### config.mk
export PLATFORM = sky130hd
export DESIGN_NAME = shift_reg_input_flat
export DESIGN_NICKNAME = d
export VERILOG_FILES = /design/src/rtl/shift_reg_pkg.sv /design/src/rtl/shift_reg_input_if.sv /design/src/rtl/bit_synchronizer.sv /design/src/rtl/shift_reg_input.sv /design/src/flat_wrapper.sv
export SDC_FILE = /design/constraint.sdc
export NUM_CORES = 1
export LEC_CHECK = 0
export ABC_CLOCK_PERIOD_IN_PS = 4700
export BUFFER_PORTS_ARGS = -buffer_cell sky130_fd_sc_hd__buf_4
export CAP_MARGIN = 15
export CORE_UTILIZATION = 45
export CTS_CLUSTER_SIZE = 30
export DETAILED_ROUTE_END_ITERATION = 10
export SLEW_MARGIN = 15
export SYNTH_ARGS = -nofsm -noshare
export SYNTH_HDL_FRONTEND = slang
export SYNTH_HIERARCHICAL = 1
export SYNTH_SLANG_ARGS = --single-unit
### constraint.sdc
create_clock -name i_clk -period 4.7 [get_ports i_clk]
set_input_delay 0.705 -clock i_clk [delete_from_list [all_inputs] [get_ports i_clk]]
set_output_delay 0.705 -clock i_clk [all_outputs]
set_load 0.01 [all_outputs]
### src/rtl/shift_reg_pkg.sv
// shift_reg_pkg: shared state encoding and word-length helper for the shift register readers/writers
package shift_reg_pkg;
  typedef enum logic [2:0] {IDLE, LOAD, SHIFT_LOW, SHIFT_HIGH, DONE} state_t;
  function automatic int word_bits(input int data_width);
    return 1 << data_width;
  endfunction
endpackage

### src/rtl/shift_reg_input_if.sv
// shift_reg_input_if: start/serial/result signals of shift_reg_input
//   i_enable_toggle start request, i_data_val serial Q7 data,
//   o_load_n/o_data_clock register controls, o_value/o_valid/o_busy result.
//   master = reader block, slave = its user (board top or bench).
interface shift_reg_input_if #(parameter int N = 16);
  logic         i_enable_toggle;
  logic         i_data_val;
  logic         o_load_n;
  logic         o_data_clock;
  logic [N-1:0] o_value;
  logic         o_valid;
  logic         o_busy;
  modport master (
    input  i_enable_toggle, i_data_val,
    output o_load_n, o_data_clock, o_value, o_valid, o_busy
  );
  modport slave (
    output i_enable_toggle, i_data_val,
    input  o_load_n, o_data_clock, o_value, o_valid, o_busy
  );
endinterface

### src/rtl/bit_synchronizer.sv
// bit_synchronizer: 2-flop synchronizer for one asynchronous input
//   i_clk clock, i_reset_n async active-low reset, i_d async input, o_q synchronized output.
module bit_synchronizer (
  input  logic i_clk,
  input  logic i_reset_n,
  input  logic i_d,
  output logic o_q
);
  logic r_meta, r_sync;
  always_ff @(posedge i_clk or negedge i_reset_n)
    if (!i_reset_n) begin
      r_meta <= 1'b0;
      r_sync <= 1'b0;
    end else begin
      r_meta <= i_d;
      r_sync <= r_meta;
    end
  assign o_q = r_sync;
endmodule

### src/rtl/shift_reg_input.sv
// shift_reg_input: reads a 74HC165-style PISO register into a parallel word
//   i_clk system clock, i_reset_n async active-low reset,
//   bus (shift_reg_input_if.master): i_enable_toggle rising edge starts a read,
//   i_data_val serial data, o_load_n/o_data_clock register controls,
//   o_value last accepted word (MSB shifted first), o_valid one-cycle strobe, o_busy.
//   Optional SHIFT_REG_INPUT_DEBOUNCE_EN: accept a word only when two reads in a row match.
module shift_reg_input
  import shift_reg_pkg::*;
#(
  parameter int DATA_WIDTH  = 4,
  parameter int HALF_PERIOD = 4
) (
  input  logic i_clk,
  input  logic i_reset_n,
  shift_reg_input_if.master bus
);
  localparam int N  = word_bits(DATA_WIDTH);
  localparam int PW = $clog2(HALF_PERIOD);
  localparam logic [PW-1:0]         PH_LAST  = PW'(HALF_PERIOD - 1);
  localparam logic [DATA_WIDTH-1:0] IDX_LAST = DATA_WIDTH'(N - 1);
  state_t                r_state, w_next;
  logic [PW-1:0]         r_phase;
  logic [DATA_WIDTH-1:0] r_index;
  // Only the low N-1 bits are kept; the final sample is appended in w_raw_next.
  logic [N-2:0]          r_raw;
  logic [N-1:0]          r_value, w_raw_next;
  logic                  r_valid, r_en_q, w_data_sync, w_start, w_phase_end, w_last_sample, w_accept;
  bit_synchronizer u_sync (
    .i_clk    (i_clk),
    .i_reset_n(i_reset_n),
    .i_d      (bus.i_data_val),
    .o_q      (w_data_sync)
  );
  assign w_start       = bus.i_enable_toggle & ~r_en_q;
  assign w_phase_end   = r_phase == PH_LAST;
  assign w_raw_next    = {r_raw, w_data_sync};
  assign w_last_sample = (r_state == SHIFT_LOW) && w_phase_end && (r_index == IDX_LAST);
  always_comb begin
    w_next = r_state;
    case (r_state)
      IDLE:       w_next = w_start ? LOAD : IDLE;
      LOAD:       w_next = w_phase_end ? SHIFT_LOW : LOAD;
      SHIFT_LOW:  w_next = !w_phase_end ? SHIFT_LOW : (r_index == IDX_LAST) ? DONE : SHIFT_HIGH;
      SHIFT_HIGH: w_next = w_phase_end ? SHIFT_LOW : SHIFT_HIGH;
      DONE:       w_next = w_start ? LOAD : IDLE;
      default:    w_next = IDLE;
    endcase
  end
  always_ff @(posedge i_clk or negedge i_reset_n)
    if (!i_reset_n) begin
      r_state <= IDLE;
      r_phase <= '0;
      r_index <= '0;
      r_raw   <= '0;
      r_en_q  <= 1'b0;
    end else begin
      r_state <= w_next;
      r_en_q  <= bus.i_enable_toggle;
      r_phase <= (w_next != r_state || r_state == IDLE || r_state == DONE) ? '0 : r_phase + 1'b1;
      if (r_state == LOAD)
        r_index <= '0;
      else if (r_state == SHIFT_HIGH && w_phase_end)
        r_index <= r_index + 1'b1;
      if (r_state == SHIFT_LOW && w_phase_end)
        r_raw <= w_raw_next[N-2:0];
    end
`ifdef SHIFT_REG_INPUT_DEBOUNCE_EN
  logic [N-1:0] r_prev_raw;
  always_ff @(posedge i_clk or negedge i_reset_n)
    if (!i_reset_n)
      r_prev_raw <= '0;
    else if (w_last_sample)
      r_prev_raw <= w_raw_next;
  assign w_accept = w_raw_next == r_prev_raw;
`else
  assign w_accept = 1'b1;
`endif
  // The word is captured on the final sample edge so o_value is already
  // stable during the DONE cycle in which o_valid is high.
  always_ff @(posedge i_clk or negedge i_reset_n)
    if (!i_reset_n) begin
      r_value <= '0;
      r_valid <= 1'b0;
    end else begin
      r_valid <= w_last_sample & w_accept;
      if (w_last_sample & w_accept)
        r_value <= w_raw_next;
    end
  assign bus.o_load_n     = r_state != LOAD;
  assign bus.o_data_clock = r_state == SHIFT_HIGH;
  assign bus.o_busy       = r_state == LOAD || r_state == SHIFT_LOW || r_state == SHIFT_HIGH;
  assign bus.o_value      = r_value;
  assign bus.o_valid      = r_valid;
endmodule

### src/flat_wrapper.sv
// flat-port wrapper written by rule: the top's interface ports become plain ports
module shift_reg_input_flat import shift_reg_pkg::*;
#(
  parameter int DATA_WIDTH  = 4,
  parameter int HALF_PERIOD = 4
)
  (i_clk, i_reset_n, bus_i_enable_toggle, bus_i_data_val, bus_o_load_n, bus_o_data_clock, bus_o_value, bus_o_valid, bus_o_busy);
  shift_reg_input_if #(.N(16)) bus_i ();
  input  logic i_clk;
  input  logic i_reset_n;
  input wire logic [$bits(bus_i.i_enable_toggle)-1:0] bus_i_enable_toggle;
  input wire logic [$bits(bus_i.i_data_val)-1:0] bus_i_data_val;
  output wire logic [$bits(bus_i.o_load_n)-1:0] bus_o_load_n;
  output wire logic [$bits(bus_i.o_data_clock)-1:0] bus_o_data_clock;
  output wire logic [$bits(bus_i.o_value)-1:0] bus_o_value;
  output wire logic [$bits(bus_i.o_valid)-1:0] bus_o_valid;
  output wire logic [$bits(bus_i.o_busy)-1:0] bus_o_busy;
  assign bus_i.i_enable_toggle = bus_i_enable_toggle;
  assign bus_i.i_data_val = bus_i_data_val;
  assign bus_o_load_n = bus_i.o_load_n;
  assign bus_o_data_clock = bus_i.o_data_clock;
  assign bus_o_value = bus_i.o_value;
  assign bus_o_valid = bus_i.o_valid;
  assign bus_o_busy = bus_i.o_busy;
  shift_reg_input #(.DATA_WIDTH(DATA_WIDTH), .HALF_PERIOD(HALF_PERIOD)) u_core (.i_clk(i_clk), .i_reset_n(i_reset_n), .bus(bus_i));
endmodule
==> results of run 1 <==
-- worst paths after layout --
kind / from / end / slack (ps) / cells after the start
min in group asynchronous: i_reset_n / u_core/r_index[1]$_DFFE_PN0P_ / 390 / 1
min reg2reg: u_core/u_sync/r_meta$_DFF_PN0_ / u_core/u_sync/o_q$_DFF_PN0_ / 360 / 0
max in group asynchronous: i_reset_n / u_core/bus.o_value[11]$_DFFE_PN0P_ / 3940 / 1
min: u_core/u_sync/r_meta$_DFF_PN0_ / u_core/u_sync/o_q$_DFF_PN0_ / 360 / 0
max reg2reg: u_core/r_phase[0]$_DFF_PN0_ / u_core/bus.o_value[15]$_DFFE_PN0P_ / 1800 / 4
max: u_core/r_phase[0]$_DFF_PN0_ / u_core/bus.o_value[15]$_DFFE_PN0P_ / 1800 / 4
-- area by class of cell --
type                    count  share of cell area, %
flip-flops and latches     44                   53.8
multi-input cells          66                   29.8
repair buffers             23                   8.44
clock buffers               6                   4.03
well taps                  48                   2.93
inverters                   3                  0.550
clock inverters             2                  0.489
-- power groups by stage --
stage                     registers (mW)  logic, mW  clock network [mW]
final                              0.512      0.263               0.237
after global routing               0.525      0.293               0.263
after CTS                          0.513      0.267               0.247
after detailed placement           0.520      0.266                   0
after global placement             0.517      0.257                   0
after floorplan                    0.494      0.209                   0
-- per-stage QoR --
step	area, um2	utilization [%]	instances
6_report	2050	55.1	192
5_1_grt	2050	55.1	192
4_1_cts	2050	55.1	192
3_5_place_dp	1950	52.6	184
3_3_place_gp	1950	52.6	184
2_1_floorplan	1760	-	120
-- flip-flops by register name, indices dropped and copies added, names as in the netlist --
signal                count
u_core/r_raw             15
u_core/r_phase            2
u_core/r_en_q             1
u_core/u_sync/r_meta      1
u_core/bus.o_value       16
u_core/bus.o_valid        1
u_core/r_state            3
u_core/u_sync/o_q         1
u_core/r_index            4
-- layer usage --
layer | global-route usage [%] | vias up | share of wire [%]
met3 | 4.75 | 2 | 3.4
met5 | 0 | - | 0
li1 | - | 470 | -
met4 | 6.67 | 0 | 0.88
met1 | 18.3 | 520 | 45
met2 | 23.0 | 15 | 51
-- cells in the final DEF, fill, tap and decap left out --
master	instances
dfrtp_1	44
buf_4	23
mux2_2	22
mux2_1	9
clkbuf_8	6
nand3_1	5
nor3b_1	3
inv_1	3
nand2_1	3
clkinv_2	2
or2_2	2
nor3_1	2
or4b_2	2
a22o_1	2
ha_1	2
nand2b_1	1
and3b_1	1
and4b_1	1
o21ai_0	1
o31a_1	1
a21oi_1	1
nor4bb_4	1
and2b_1	1
nor2_1	1
nor2b_1	1
nand3b_1	1
o22ai_1	1
mux2i_1	1
nand4_1	1
-- cell families (layout without fill, tap and decap cells) --
logic type                 Yosys count  in the layout
DFF                                 44             44
buffers and inverters               10             34
adders and majority gates            2              2
and+or+nand+nor                     26             26
muxes                               32             32
AOI/OAI and AO/OA                    6              6
==> run summary, run 1 <==
The floorplan step set the die height to 64.5 um. The final worst clock skew came out at 7.86 ps. For this run, design rule violations remaining after detail routing come to 0.

After routing, the total negative slack on setup checks comes to 0 ps. After Yosys synthesis, full adders, half adders and majority gates account for 1.42% of the synthesized area. The number of global-route vias before repair was 997; the post-cts gate resize count was 0.

Sorting the synthesized cells by how often they occur yields dfrtp_1 (44), mux2_2 (22), mux2_1 (9). The smallest clock period supported by the final layout is computed as 2900 ps. After detailed routing, the number of vias per cell comes to 5.24. The largest net degree at the start of global routing was 45; the relative slew slack was 35.7%.

Multiplexer cells account for 20.4% of the synthesized area. The slowest stage of the critical path belongs to the cell nor4bb_4. The completed layout was analyzed and its total power is 1.01 mW.

The number of fill cells was 331. Slew at the pin with the worst max-slew slack: 963 ps. The run gives 0 as the initial antenna violation count. The iteration-0 DRC count of the detailed router was 41. Per report_power, the clock group accounts for 23.4% of the total.

Routability-driven placement finished with a final weighted congestion of 0.735. The cell family contributing the most delay on the critical path is simple AND/OR/NAND/NOR gates. The first detailed-routing pass ran for 3 iterations. The run gives 26.0% as the combinational fraction of design power.

Dominant cell type by area after synthesis: dfrtp_1. The count of nets left with antenna violations once routing finished came out at 0. The flow ran to the end, and the final reports show no timing, DRC or antenna violations. The die width came out at 64.5 um. The number of placed I/O pins is 24, and the number of input and output port buffers inserted is 23.

Counting both buffers and inverters, the worst setup path holds a total of 0. Before CTS, the worst setup slack after placement is 1740 ps. The core region is 3720 um2. The post-route fraction of the period consumed by the critical path came out at 61.8%. The path class of the tightest hold or removal check is reg2reg. The run gives 1800 ps as the smallest setup slack after layout. The detailed router placed 1,007 vias in this run.

The run gives 290 ps as the clock latency on the worst-skew pair. The tools report the required time of the worst setup path as 4870 ps. The ratio of cells with drive above 1 in the final layout came out at 40.3%.

The worst hold slack after final layout was 360 ps; the global-route total usage across every layer was 14.6%. The run gives 47.4% as the starting utilization of the core area. The average detailed-routed wire length per instance is 13.7 um. In the synthesized netlist the dominant register cell turns out to be dfrtp_1.

The worst setup path is captured at a flip-flop. The share of synthesized area in the top cell type comes to 62.5%. The die area is 4170 um2. Synthesis instantiated 31 different standard cells from the library. The count of final max-slew check failures is 0, and the first-pass GRT wire length is 4.57 mm. Synthesis inferred 44 register bits. The initialized floorplan defines 22 standard-cell rows. TritonCTS built the clock tree.

The total overflow left after global routing is 0. The H-tree depth is 2, and the power per standard cell area is 494 nW/um2. Number of enable-type register cells in the synthesized netlist: 0. At the worst endpoint, the arrival time is 3080 ps.

The tools report the flip-flop and latch area as 1100 um2. Counting every net in the synthesized netlist gives 126. By area the synthesized netlist is led by dfrtp_1 (63%), mux2_2 (14%), mux2_1 (5.8%).

For the number of buffers inserted for hold repair after clock tree synthesis, the log shows 0. The tools report the synthesized area as 1760 um2. For the total CTS buffers, the log shows 5. Relative to the synthesized area, the layout overhead comes to 16.3%. The maximum clock insertion buffer count came out at 2. The post-synthesis share of cell area spent on xor and xnor gates was 0%. The register share of total power is 50.6%. For this design the total switching power over the nets is 0.302 mW.

The timing-limited maximum frequency is 344 MHz, and the largest driver fanout on the critical path is 17. Walking the worst path, the cells encountered are ha_1, nor4bb_4, and2b_1, mux2_2. The hold violation count in the final report is 0, and the synthesized-area fraction occupied by and/or/nand/nor cells is 9.52%. The worst-case IR drop observed on VDD is 211 uV. Counting flops with an async set or reset pin after synthesis yields a share of 100%.

The compound-gate portion of the synthesized area was 2.42%. The critical path is of the reg2reg type. The final layout contains routed wiring with a total length of 2.63 mm.

The cell count after synthesis came out at 120. The internal power of the cells totals 0.709 mW. The tool flagged a number of max-cap violations equal to 0. Summing all multi-input logic gate instances after layout gives 609 um2.

The number of diodes added for antenna fixing was 0. Among all cell types in the netlist, the one instantiated most often is dfrtp_1. The switching share of power was 29.9%; the post-CTS setup-driven buffer insertion count was 0. The clock sink count is 44, and the worst stage delay on the critical path is 940 ps.

After clock tree synthesis, the clock-pin slew on the worst setup and hold paths is 80 ps. Cell at the root of the clock tree: clkbuf_8. The tools report the type of element launching the critical path as a flip-flop. The total number of nets in the final design is 149, and the detailed placer's ending HPWL is 1.74 mm. The post-synthesis sequential area ratio is 62.5%. By area, the combinational part of the netlist is dominated by multiplexers.

Yosys printed 6 warnings. Summed over all cells, the static leakage comes to 1.04 nW. The final count of negative-setup-slack endpoints was 0; the synthesized area divided by synthesized cell count was 14.7 um2.

Setup repair after global routing left no endpoint under its margin.
(Power assumes the default switching activity.)
==> run 2: changes to the inputs <==
- ABC_CLOCK_PERIOD_IN_PS: 4700 -> 2850
- clock period: 4.7 -> 2.85 ns (I/O delays scaled with it)
==> run summary, run 2 (synthesis results as in run 1) <==
The flow ran to the end, and the final reports show no timing, DRC or antenna violations. The cell internal power dissipation was 1.17 mW; the number of nets with antenna violations after detailed routing was 0. Clock tree synthesis inserted a total of 5 buffers.

The number of global-route vias before repair came out at 990. The logs give 12.2 ps for the final worst clock skew and 0 for the number of buffers inserted for hold repair after clock tree synthesis. In this run the tool buffered the top-level ports with 23 buffer cells. The worst-case reg-to-reg path depth came out at 5. The reg-to-reg setup timing slack was 630 ps; the minimum clock period was 2220 ps. The worst pin sits at a relative slew slack of 64.7%.

The library cell used most frequently in the layout, excluding fill and tap cells, is dfrtp_1. The clock network burns 23.2% of the power. The clock tree synthesis step divided the H-tree into 2 levels.

Of the total power, registers draw 50.3%. The run gives 4170 um2 as the die area. The detailed router finished its first iteration with 45 violations. The clock latency on the worst-skew pair was 290 ps. Summed over all nets, the switching power comes to 0.506 mW. Required time of the worst setup path: 3020 ps.

The area of combinational cells with multiple inputs is 609 um2, and the average detailed-routed wire length per instance is 14.0 um. The number of vias per cell after detailed routing is 5.12, and the post-CTS clock slew at the launch and capture registers of the worst setup and hold paths is 90 ps. The power per standard cell area was 815 nW/um2. The ratio of cells with drive above 1 in the final layout was 41.1%; the smallest setup slack after layout was 632 ps. Endpoint kind of the worst setup timing path: a flip-flop. The maximum clock insertion buffer count is 2.

Fill cells in the final layout number 310. The signed area change from the synthesized netlist to the final layout was 17.1%; the timing-limited maximum frequency was 451 MHz. The number of gates resized after CTS was 0. The slew at the pin with the worst max-slew slack works out to 530 ps. The analysis attributes to cell leakage a power of 1.05 nW.

The worst hold-check path type was in2async. The total core area came out at 3720 um2. The worst register-to-register path begins at u_core/r_phase[0]$_DFF_PN0_. The run gives 0 as the number of diodes added for antenna fixing. The logs give 1100 um2 for the flip-flop and latch area and 194 for the filler-free cell count of the finished design. Setup repair after global routing left no endpoint under its margin.

The placer's final routability congestion estimate was 0.738. The worst setup path is of the reg2reg kind. The total overflow left after global routing is 0. The final sum of negative setup slack was 0 ps; the post-route fraction of the period consumed by the critical path was 77.8%.

Before CTS, the worst setup slack after placement is 628 ps. The worst path arrival time was 2390 ps; the row count was 22. The tools report the total number of nets in the final design as 151.

The switching share of power was 30.1%. The largest driver fanout on the critical path came out at 12. Setup violations remaining at the end of the flow were counted as 0. The logs give 0 for the hold violation count in the final report and 44 for the clock sink count.

The die is 64.5 um tall. The tools report the via total after detailed routing as 994. The endpoint identified for the worst register-to-register timing path is u_core/bus.o_value[0]$_DFFE_PN0P_.

The register with the most flip-flops in the layout has 16 of them. For this run, design rule violations remaining after detail routing come to 0. In this run, placement finished with an instance count of 186.

Across the VDD grid, the largest voltage drop is 492 uV. TritonCTS built the clock tree. Pin placement for this block handled 24 I/O pins. The logs give 26.5% for the combinational fraction of design power and 0 for the count of final max-slew check failures.

The type of element launching the critical path is a flip-flop. Starting utilization of the core area: 47.4%. The top cell types in the final layout, fill and taps aside, are dfrtp_1 (44), buf_4 (25), mux2_2 (22), mux2_1 (9), clkbuf_8 (6). From left edge to right edge, the die measures 64.5 um. The cell sitting at the root of the clock tree is a clkbuf_8.

The largest net degree at the start of global routing was 45. The number of setup buffers added after CTS is 0. The detailed placer's ending HPWL was 1.82 mm.

The tool flagged a number of max-cap violations equal to 0. The first detailed-routing pass ran for 3 iterations. Summed over all layers, the routed wires come to 2.71 mm. The first global-routing pass estimated 4.66 mm of wire. For the initial antenna violation count, the log shows 0.

Global routing consumed, over all layers together, 15.1% of the routing resources.
run 2: layout make-up:
| type | count | share of cell area (%) |
|---|---|---|
| flip-flops and latches | 44 | 53.4 |
| clock buffers | 6 | 4.00 |
| clock inverters | 2 | 0.485 |
| multi-input cells | 66 | 29.6 |
| well taps | 48 | 2.91 |
| repair buffers | 25 | 9.10 |
| inverters | 3 | 0.546 |
run 2: worst max path at each step:
stage                                 from  slack [ps]                                  to  cells past startpoint
6_report       u_core/r_phase[0]$_DFF_PN0_         630   u_core/bus.o_value[0]$_DFFE_PN0P_                      5
4_1_cts        u_core/r_phase[0]$_DFF_PN0_         610   u_core/bus.o_value[0]$_DFFE_PN0P_                      5
3_5_place_dp   u_core/r_phase[0]$_DFF_PN0_         630   u_core/bus.o_value[0]$_DFFE_PN0P_                      5
2_1_floorplan  u_core/r_phase[0]$_DFF_PN0_        1090  u_core/bus.o_value[10]$_DFFE_PN0P_                      7
3_3_place_gp   u_core/r_phase[0]$_DFF_PN0_         690   u_core/bus.o_value[1]$_DFFE_PN0P_                      5
5_1_grt        u_core/r_phase[0]$_DFF_PN0_         460  u_core/bus.o_value[12]$_DFFE_PN0P_                      5
run 2: per-stage QoR:
stage	hold WS, ps	cell area, um2	total power, mW	utilization [%]
after floorplan	132	1760	1.16	-
after global placement	334	1970	1.29	53.0
after detailed placement	346	1970	1.31	53.0
after CTS	128	2060	1.71	55.5
after global routing	146	2060	1.80	55.5
final	110	2060	1.68	55.5
run 2: power by group through the flow:
stage               combinational, mW  sequential, mW  clock, mW
floorplan                       0.345           0.814          0
global placement                0.433           0.853          0
detailed placement              0.449           0.861          0
CTS                             0.450           0.848      0.408
global route                    0.493           0.868      0.436
finish                          0.445           0.846      0.390
run 2: layer usage:
metal  routed length [um]  track usage (%)
met1                 1210             18.0
met2                 1350             25.0
met3                  109             5.28
met4                   31             5.83
met5                    0                0
run 2: critical path, cell delays in order (launching register included):
cell and delay, ps:
dfrtp_1 360, ha_1 380, nor4bb_4 370, and2b_1 380
buf_4 260, mux2_2 350
